## config.mk

```make
export PLATFORM = sky130hd
export DESIGN_NAME = decode_2_4_pipe
export DESIGN_NICKNAME = d
export VERILOG_FILES = /design/src/rtl/decode_2_4_pipe.sv
export SDC_FILE = /design/constraint.sdc
export NUM_CORES = 1
export LEC_CHECK = 0
export BUFFER_PORTS_ARGS = -buffer_cell sky130_fd_sc_hd__buf_2
export CAP_MARGIN = 20
export CELL_PAD_IN_SITES_DETAIL_PLACEMENT = 0
export CELL_PAD_IN_SITES_GLOBAL_PLACEMENT = 2
export CORE_ASPECT_RATIO = 1.4
export CORE_UTILIZATION = 30
export DETAILED_ROUTE_END_ITERATION = 8
export HOLD_SLACK_MARGIN = 0.08
export PLACE_DENSITY = 0.79
export SYNTH_ARGS = -nofsm -noshare
export SYNTH_HDL_FRONTEND = slang
export SYNTH_SLANG_ARGS = --single-unit
```

## constraint.sdc

```tcl
create_clock -name clk -period 1.66 [get_ports clk]
set_clock_uncertainty 0.05 [all_clocks]
set_input_delay 0.166 -clock clk [delete_from_list [all_inputs] [get_ports clk]]
set_output_delay 0.166 -clock clk [all_outputs]
set_load 0.02 [all_outputs]
```

## src/rtl/decode_2_4_pipe.sv

```systemverilog
// rtl/decode_2_4_pipe.sv - pipelined 2-to-4 decoder with 2-entry output FIFO and idle-word counter
//
// Expands {V,Y} code words from the 4x2 encoder back to one-hot vectors.
// Ports:
//   clk        in   rising-edge clock
//   rst_n      in   synchronous active-low reset
//   in_valid   in   upstream code word valid
//   in_ready   out  block can accept a word this cycle
//   V          in   encoder valid flag of the code word
//   Y[1:0]     in   encoder index of the code word
//   out_valid  out  FIFO head valid
//   out_ready  in   downstream consumes head this cycle
//   out_V      out  V of head word
//   D[3:0]     out  one-hot decode of head word
//   idle_cnt   out  saturating count of accepted V=0 words
module decode_2_4_pipe #(
  parameter int CNT_W      = 8,
  parameter bit STORE_IDLE = 1'b1
) (
  input  logic             clk,
  input  logic             rst_n,
  input  logic             in_valid,
  output logic             in_ready,
  input  logic             V,
  input  logic [1:0]       Y,
  output logic             out_valid,
  input  logic             out_ready,
  output logic             out_V,
  output logic [3:0]       D,
  output logic [CNT_W-1:0] idle_cnt
);

  logic [1:0]       r_count;
  logic             r_wr_ptr;
  logic             r_rd_ptr;
  logic [4:0]       r_mem [2];
  logic [CNT_W-1:0] r_idle_cnt;

  logic             w_accept;
  logic             w_push;
  logic             w_pop;
  logic [3:0]       w_dec;

  // Ready depends only on registered occupancy, never on out_ready, so a
  // full FIFO cannot pass a word through in the same cycle.
  assign in_ready  = rst_n && (r_count < 2'd2);
  assign w_accept  = in_valid && in_ready;
  // Idle words are always consumed, but only stored when STORE_IDLE is set.
  assign w_push    = w_accept && (V || STORE_IDLE);
  assign out_valid = (r_count != 2'd0);
  assign w_pop     = out_valid && out_ready;

  // V gates the decode first so that Y is fully don't-care for idle words.
  always_comb begin
    w_dec = 4'b0000;
    if (V) begin
      case (Y)
        2'd0:    w_dec = 4'b0001;
        2'd1:    w_dec = 4'b0010;
        2'd2:    w_dec = 4'b0100;
        default: w_dec = 4'b1000;
      endcase
    end
  end

  always_comb begin
    out_V = 1'b0;
    D     = 4'b0000;
    if (r_count != 2'd0) begin
      {out_V, D} = r_mem[r_rd_ptr];
    end
  end

  assign idle_cnt = r_idle_cnt;

  always_ff @(posedge clk) begin
    if (!rst_n) begin
      r_count    <= 2'd0;
      r_wr_ptr   <= 1'b0;
      r_rd_ptr   <= 1'b0;
      r_idle_cnt <= '0;
    end else begin
      if (w_push) begin
        r_mem[r_wr_ptr] <= {V, w_dec};
        r_wr_ptr        <= ~r_wr_ptr;
      end
      if (w_pop) begin
        r_rd_ptr <= ~r_rd_ptr;
      end
      case ({w_push, w_pop})
        2'b10:   r_count <= r_count + 2'd1;
        2'b01:   r_count <= r_count - 2'd1;
        default: r_count <= r_count;
      endcase
      if (w_accept && !V && (r_idle_cnt != {CNT_W{1'b1}})) begin
        r_idle_cnt <= r_idle_cnt + 1'b1;
      end
    end
  end

endmodule

```

==> impl_metrics.yaml, run 1 <==
sta:
  setup_viol: 0
  hold_violations: 0
  fin_hold_ws_ns: 0.143
  drv_slew: 0
  tns_ns: 0
  timing.fmax_ghz: 0.649
  finalCritPeriodShare_pct: 92.8
  worst_pin_slew_ns: 0.409
  slew_headroom_pct: 72.6
  setup_ws_ns: 0.120
  rsz0062_at_grt: "false"
  finalCriticalPeriod_ns: 1.54
worst_setup_path:
  crit_required_ns: 1.80
  cp.arrival_ns: 1.68
  worstReg2RegStart: "r_count[1]"
  critPathCaptureType: "flop"
  start_kind: "flop"
  startpoint: "r_count[1]"
  worstRegToRegCells: 5
  cp_max_fo: 7
  critPathKind: "reg2reg"
logic_synthesis:
  yosysWarnings: 0
  synth_top_area_share_pct: 28.9
  synth_largest_area_cell: "edfxtp_1"
  yosys-top-cells-area: "edfxtp_1, dfxtp_1, mux2i_1, nor2_1, and3_1"
  synth_cells: 97
  syn-cell-area_mm2: 0.00104
  ys_ff_latch: 23
  seq_area_frac_synth_pct: 53.9
  synth.net_count: 106
  synth.distinct_cells: 32
  syn_area_per_cell_um2: 10.7
drt:
  dr.pass1.iters: 2
  num_vias: 798
  detail_route.wl_per_cell_um: 11.9
  drt-total-wl_mm: 1.92
  via_per_inst: 4.93
  route.met3.wl_um: 63
  ant_nets: 0
  drc: 0
  drt_iter0_drc: 4
  dr.max_layer_used: "met4"
  met2_wirelength_mm: 1.03
  met1Wirelength_um: 803
final_layout:
  design_area_mm2: 0.00125
  drive_gt1_share_pct: 22.8
  nets: 133
  fillers: 333
  area_growth_pct: 20.2
  antennaDiodeCount: 0
global_route:
  grt_antenna_before_repair: 0
  grt_max_degree: 13
  grtUsageTotal_pct: 11.3
  grt_pass1_wl_mm: 3.15
  grt_overflow: 0
  grt_pass1_vias: 719
worst_hold_path:
  hp-class: "in2reg"
  hold_depth: 1
  hold_start: "V"
floorplan:
  ios: 22
  core_mm2: 0.00321
  die_area_mm2: 0.00371
  initial_utilization_pct: 32.4
  rows: 24
  die_w_um: 51.8
  die_y_um: 71.7
placement:
  place_area_mm2: 0.00120
  dpl.hpwl_mm: 1.51
  io_buffers: 21
  gp_congestion: 0.775
  pre_cts_ws_ns: 0.0619
cts:
  postCtsSetupBuffers: 0
  cts_root_buf: "clkbuf_8"
  clock_latency_ns: 0.25
  cts_hold_buffers: 0
  htreeDepth: 1
  clk_pin_slew_worst_paths_ns: 0.07
  cts_resized: 0
  cts_tree: "built"
  cts_buffer_depth: 2
  clock_sinks: 23
  cts-buffers-inserted: 3
power_and_ir_drop:
  ir_worst_vdd_uv: 604
  p_per_area_mw_per_mm2: 1180
  leakage_nw: 0.553
run:
  drv_cap: 0
outcome:
  status: "finished, final reports clean"
[path summary, 6_finish.rpt]
| kind | to | slack [ns] |
|---|---|---|
| worst max-delay path | r_count[1] | 0.12 |
| worst min-delay path | r_mem[1][4] | 0.14 |
| worst max register to register | r_count[1] | 0.12 |
| worst min register to register | idle_cnt[1] | 0.45 |
[cell type report]
class                   instances  area, µm²  area share [%]
repair buffers                 25        135            10.8
well taps                      39       48.8            3.90
flip-flops and latches         23        561            44.8
inverters                       4       15.0            1.20
clock buffers                   4       45.0            3.60
multi-input cells              67        445            35.6
[power by group]
| part | internal, mW | switching [mW] | total [mW] |
|---|---|---|---|
| Combinational | 0.179 | 0.257 | 0.436 |
| Sequential | 0.654 | 0.0637 | 0.718 |
| Clock | 0.170 | 0.155 | 0.325 |
| Total | 1.00 | 0.476 | 1.48 |
[per-layer routing]
layer / global-route usage [%] / vias up
li1: - / 405
met1: 11.8 / 376
met2: 21.9 / 15
met3: 1.27 / 2
met4: 4.50 / 0
met5: 0 / -
[per-stage QoR]
step	power, mW	std cells	utilization [%]
floorplan	1.03	97	-
global placement	1.16	158	37.5
detailed placement	1.18	158	37.5
CTS	1.51	162	38.9
global route	1.57	162	38.9
finish	1.48	162	38.9
[placed cells by master (no fill, tap or decap), types with 3 or more instances in the layout]
cell	count
dfxtp_1	13
buf_2	21
edfxtp_1	10
and3_1	6
buf_4	4
clkbuf_8	3
a311oi_1	3
mux2i_1	9
xor2_1	3
inv_1	3
nand2_1	5
nand3_1	3
nor2_1	13
[state kept, by name, indices dropped and copies added, names as in the netlist, named ones only]
signal / flops
r_count: 2
idle_cnt: 8
r_rd_ptr: 1
r_wr_ptr: 1
r_mem: 10
[cells in the mapped netlist]
master	count
nor2b_1	1
xor2_1	3
dfxtp_1	13
edfxtp_1	10
nand4_1	1
nor2_1	13
nor4bb_1	1
ha_1	2
or3_1	1
a21oi_1	2
and2_1	2
a311oi_1	3
nand3b_1	1
o211ai_1	1
mux2i_1	9
o21ai_0	2
buf_4	2
nor3b_1	1
clkbuf_1	1
nand2_1	5
a41oi_1	2
and3b_1	1
a31oi_1	1
nand3_1	3
and3_1	6
o21ai_1	1
nand2b_1	1
clkinv_1	1
o2111a_1	1
nor3_1	2
xnor2_1	1
inv_1	3
[worst max-delay path, stage by stage (launching register included)]
cell and delay, ns:
dfxtp_1 0.37, o21ai_1 0.18, inv_1 0.07, ha_1 0.31, or3_1 0.38, a21oi_1 0.13
[cells by family (layout without fill, tap and decap cells)]
group / Yosys count / count (layout) / synth area share [%]
AOI/OAI and AO/OA: 13 / 13 / 9.03
xor gates and xnor gates: 4 / 4 / 3.37
adders and majority gates: 2 / 2 / 2.41
buffers and inverters: 7 / 33 / 3.25
DFF: 23 / 23 / 53.9
muxes: 9 / 9 / 8.66
and+or+nand+nor: 39 / 39 / 19.4
Note: power is estimated with default switching activity, not from simulation.
==> inputs of run 2 (changes only) <==
--- a/config.mk
+++ b/config.mk
@@ -15,4 +15,5 @@
 export HOLD_SLACK_MARGIN = 0.08
 export PLACE_DENSITY = 0.79
+export RECOVER_POWER = 50
 export SYNTH_ARGS = -nofsm -noshare
 export SYNTH_HDL_FRONTEND = slang
==> constraint.sdc (replaced) <==
create_clock -name clk -period 1.66 [get_ports clk]
set_clock_uncertainty 0.05 [all_clocks]
set_input_delay 0.083 -clock clk [delete_from_list [all_inputs] [get_ports clk]]
set_output_delay 0.083 -clock clk [all_outputs]
set_load 0.02 [all_outputs]
==> run 2 against run 1 <==
Net effect:
- cell count rose by 0.62%
- first-iteration DRC count grew to 2.8 times the previous value
- register-to-register slack improved by 0.02 ns
- worst hold slack worse by 0.053 ns
- fmax is 1.1% higher
- via count rose by 0.50%
- sequential power barely moved
- clock-buffer cell count is 1 lower
- combinational power about the same
- routed wire length fell by 2.2%
- design area rose by 0.40%
- die area unchanged
- critical path type unchanged
==> impl_metrics.yaml, run 2 (synthesis results as in run 1) <==
final_layout:
  top_register: "r_mem"
  drive_gt1_share_pct: 16.1
  antennaDiodeCount: 0
  layout_common_cells: "nor2_1, dfxtp_1, buf_2"
  nets: 134
  finalNonFillerCells: 163
  area_growth_pct: 20.7
  largest_register_ffs: 10
floorplan:
  core_mm2: 0.00321
  die_y_um: 71.7
  die_area_mm2: 0.00371
  die_w_um: 51.8
  initial_utilization_pct: 32.4
  ios: 22
  rows: 24
power_and_ir_drop:
  leakage_nw: 0.516
  p_per_area_mw_per_mm2: 1190
  ir_worst_vdd_uv: 468
drt:
  drt-total-wl_mm: 1.88
  met2_wirelength_mm: 1.01
  drc: 0
  ant_nets: 0
  route.met3.wl_um: 73
  dr.pass1.iters: 3
  drt_iter0_drc: 11
  via_per_inst: 4.92
  detail_route.wl_per_cell_um: 11.5
  dr.max_layer_used: "met4"
  met1Wirelength_um: 756
  num_vias: 802
global_route:
  grt_max_degree: 15
  grtUsageTotal_pct: 11.9
  grt_pass1_wl_mm: 3.32
  grt_antenna_before_repair: 0
  grt_overflow: 0
  grt_pass1_vias: 804
cts:
  cts_tree: "built"
  cts_buffer_depth: 2
  clk_pin_slew_worst_paths_ns: 0.09
  postCtsSetupBuffers: 0
  clock_latency_ns: 0.26
  clock_sinks: 23
  htreeDepth: 1
  cts_root_buf: "clkbuf_8"
  cts-buffers-inserted: 3
worst_setup_path:
  crit_required_ns: 1.81
  worstRegToRegCells: 5
  critPathCaptureType: "flop"
  cp_cell_sequence: "o21ai_1 -> inv_1 -> ha_1 -> or3_1 -> a21oi_1"
  start_kind: "flop"
  cp_max_fo: 7
  cp.arrival_ns: 1.68
  critPathKind: "reg2reg"
  critPathSlowestCell: "or3_1"
  max_stage_delay_ns: 0.38
placement:
  place_inst: 158
  io_buffers: 21
  gp_congestion: 0.841
  dpl.hpwl_mm: 1.50
sta:
  finalCriticalPeriod_ns: 1.52
  setup_viol: 0
  rsz0062_at_grt: "false"
  slew_headroom_pct: 73.1
  hold_violations: 0
  finalCritPeriodShare_pct: 91.8
  drv_slew: 0
  worst_pin_slew_ns: 0.401
  tns_ns: 0
  timing.fmax_ghz: 0.656
run:
  drv_cap: 0
outcome:
  status: "finished, final reports clean"
worst_hold_path:
  hp-class: "in2reg"
  hold_depth: 3
[run 2: cell types whose count changed in the layout (fill, tap and decap cells not counted)]
cell           delta
buf_2             -9
buf_4             -2
clkbuf_1          +9
clkbuf_4          +1
clkinvlp_4        +1
dlygate4sd3_1     +1
nor4bb_1          -1
nor4bb_2          +1
[run 2: worst paths after layout]
path	end	slack (ns)	start
setup / recovery	r_count[1]	0.14	r_count[1]
hold reg to reg	idle_cnt[1]	0.45	idle_cnt[1]
hold / removal	idle_cnt[1]	0.09	rst_n
setup reg to reg	r_count[1]	0.14	r_count[1]
[run 2: report_power, final]
| group | switching, mW | total [mW] | internal (mW) |
|---|---|---|---|
| clock | 0.176 | 0.346 | 0.169 |
| sequential | 0.0615 | 0.715 | 0.654 |
| combinational | 0.257 | 0.434 | 0.177 |
| total | 0.494 | 1.49 | 1.00 |
[run 2: per-layer routing]
layer / global-route usage (%) / up-vias
li1: - / 409
met1: 12.0 / 372
met2: 22.2 / 17
met3: 1.70 / 4
met4: 6.91 / 0
met5: 0 / -
[run 2: through the flow]
stage | worst slack [ns] | hold slack, ns | util, % | total power [mW] | instance area [µm²]
floorplan | 0.121 | 0.132 | - | 1.03 | 1040
global placement | 0.149 | 0.325 | 37.5 | 1.16 | 1200
detailed placement | 0.0818 | 0.324 | 37.5 | 1.17 | 1200
CTS | 0.0600 | 0.0832 | 39.3 | 1.52 | 1260
global route | 0.0220 | 0.100 | 39.1 | 1.59 | 1250
finish | 0.136 | 0.0900 | 39.1 | 1.49 | 1250
[run 2: critical path, delay by kind of cell (launching register included)]
family / cells / cell delay, ns
AO/OA/AOI/OAI: 2 / 0.29
adder cells (fa/ha/maj): 1 / 0.31
buffers and inverters: 1 / 0.07
flip-flops: 1 / 0.37
AND/OR/NAND/NOR: 1 / 0.38
[run 2: final cells by class]
| class | instances | area (µm²) |
|---|---|---|
| sequential | 23 | 561 |
| tap | 39 | 48.8 |
| timing repair buffer | 26 | 130 |
| inverter | 4 | 15.0 |
| clock buffer | 3 | 41.3 |
| multi-input combinational | 67 | 452 |
| fill | 346 | 1960 |
| clock inverter | 1 | 7.51 |
[run 2: repair_timing]
action / CTS / global route
endpoints found under the setup margin: 0 / 2
hold buffers: 1 / 0
gates resized for setup: 0 / 2
endpoints found under the hold margin: 2 / 0
==> inputs of run 3 (changes only) <==
CORE_UTILIZATION = 33   (was 30)
PLACE_DENSITY = 0.84   (was 0.79)
==> run 3 against run 2 <==
Net effect:
- flip-flop and latch count unchanged
- design area is 0.50% lower
- first-iteration DRC count grew 120%
- highest routed layer unchanged
- global-route usage shrank 0.16 points
- worst setup slack got worse by 0.019 ns
- utilization rose by 3.5 points
- largest power group unchanged
==> impl_metrics.yaml, run 3 (synthesis results as in run 1) <==
worst_setup_path:
  critPathSlowestCell: "or3_1"
  cp.arrival_ns: 1.68
  max_stage_delay_ns: 0.38
  start_kind: "flop"
  r2r_setup_slack_ns: 0.12
  cp_cell_sequence: "nand3b_1 -> ha_1 -> or3_1 -> a21oi_1"
  crit_required_ns: 1.80
  path_buf_inv: 0
  crit_family: "simple AND/OR/NAND/NOR gates"
  critPathKind: "reg2reg"
  critPathCaptureType: "flop"
  cp_max_fo: 7
drt:
  drc: 0
  via_per_inst: 4.94
  drt-total-wl_mm: 1.89
  dr.pass1.iters: 4
  drt_iter0_drc: 24
  ant_nets: 0
  detail_route.wl_per_cell_um: 11.8
  num_vias: 795
worst_hold_path:
  hp-class: "in2reg"
placement:
  dpl.hpwl_mm: 1.49
  io_buffers: 21
  gp_congestion: 0.760
  place_area_mm2: 0.00120
floorplan:
  ios: 22
  initial_utilization_pct: 35.4
  die_w_um: 49.4
  rows: 23
  core_mm2: 0.00294
  die_area_mm2: 0.00338
  die_y_um: 68.4
power_and_ir_drop:
  p_per_area_mw_per_mm2: 1190
  leakage_nw: 0.517
  p_total_mw: 1.49
  ir_worst_vdd_uv: 573
final_layout:
  area_growth_pct: 20.1
  top_register: "r_mem"
  largest_register_ffs: 10
  seq_area_um2: 561
  fillers: 316
  design_area_mm2: 0.00125
  layout_common_cells: "nor2_1, dfxtp_1, buf_2"
  antennaDiodeCount: 0
  multi_input_area_um2: 452
  nets: 134
  utilization_pct: 42.5
  drive_gt1_share_pct: 15.3
global_route:
  grtUsageTotal_pct: 11.7
  grt_pass1_vias: 689
  grt_antenna_before_repair: 0
  grt_max_degree: 13
  grt_pass1_wl_mm: 3.01
  grt_overflow: 0
outcome:
  status: "finished, final reports clean"
sta:
  slew_headroom_pct: 70.1
  finalCriticalPeriod_ns: 1.54
  hold_violations: 0
  drv_slew: 0
  setup_viol: 0
  worst_pin_slew_ns: 0.446
  finalCritPeriodShare_pct: 92.9
  rsz0062_at_grt: "false"
  tns_ns: 0
  timing.fmax_ghz: 0.648
cts:
  cts_root_buf: "clkbuf_8"
  postCtsSetupBuffers: 0
  clock_sinks: 23
  htreeDepth: 1
  clock_latency_ns: 0.25
  cts-buffers-inserted: 3
  clk_pin_slew_worst_paths_ns: 0.08
  cts_buffer_depth: 2
  cts_tree: "built"
run:
  drv_cap: 0
-- run 3: cell types whose count changed in the layout (fill, tap and decap cells not counted) --
cell,before,now
clkinvlp_4,1,0
clkbuf_1,10,11
-- run 3: report_power, final --
part | switching, mW | total, mW | internal (mW) | leakage [nW]
clock | 0.160 | 0.330 | 0.170 | 0.0228
sequential | 0.0637 | 0.718 | 0.654 | 0.199
combinational | 0.262 | 0.439 | 0.177 | 0.295
-- run 3: layout make-up --
type	instances	share of cell area [%]
inverters	4	1.20
multi-input cells	67	36.2
repair buffers	26	10.4
well taps	37	3.71
flip-flops and latches	23	44.9
clock buffers	4	3.61
-- run 3: worst paths after layout --
path	start	to	cells past startpoint
min reg2reg	idle_cnt[1]	idle_cnt[1]	2
max	r_count[1]	r_count[1]	4
min	rst_n	idle_cnt[1]	3
max reg2reg	r_count[1]	r_count[1]	4
-- run 3: metal layers --
| layer | vias to the layer above | part of all wire [%] | track usage [%] | routed length, µm |
|---|---|---|---|---|
| met1 | 370 | 41 | 11.9 | 770 |
| met5 | - | 0 | 0 | 0 |
| met4 | 0 | 0.95 | 4.29 | 18 |
| li1 | 406 | - | - | - |
| met3 | 2 | 3.9 | 1.78 | 73 |
| met2 | 17 | 54 | 24.0 | 1030 |
-- run 3: per-stage QoR --
| stage | worst slack (ns) | cells | hold slack, ns |
|---|---|---|---|
| 2_1_floorplan | 0.121 | 97 | 0.132 |
| 5_1_grt | 0.00969 | 161 | 0.110 |
| 3_3_place_gp | 0.145 | 156 | 0.320 |
| 6_report | 0.118 | 161 | 0.102 |
| 4_1_cts | 0.0499 | 161 | 0.108 |
| 3_5_place_dp | 0.0722 | 156 | 0.331 |
-- run 3: worst min-delay path: cells and delay by family --
family	cells	cell delay (ns)
mux	1	0.06
buf+inv	1	0.15
simple gates	1	0.07
-- run 3: repair_timing --
action | CTS | global route
hold buffers | 1 | 0
resized for setup | 0 | 2
endpoints found under the setup margin | 0 | 3
hold endpoints to repair | 2 | 0
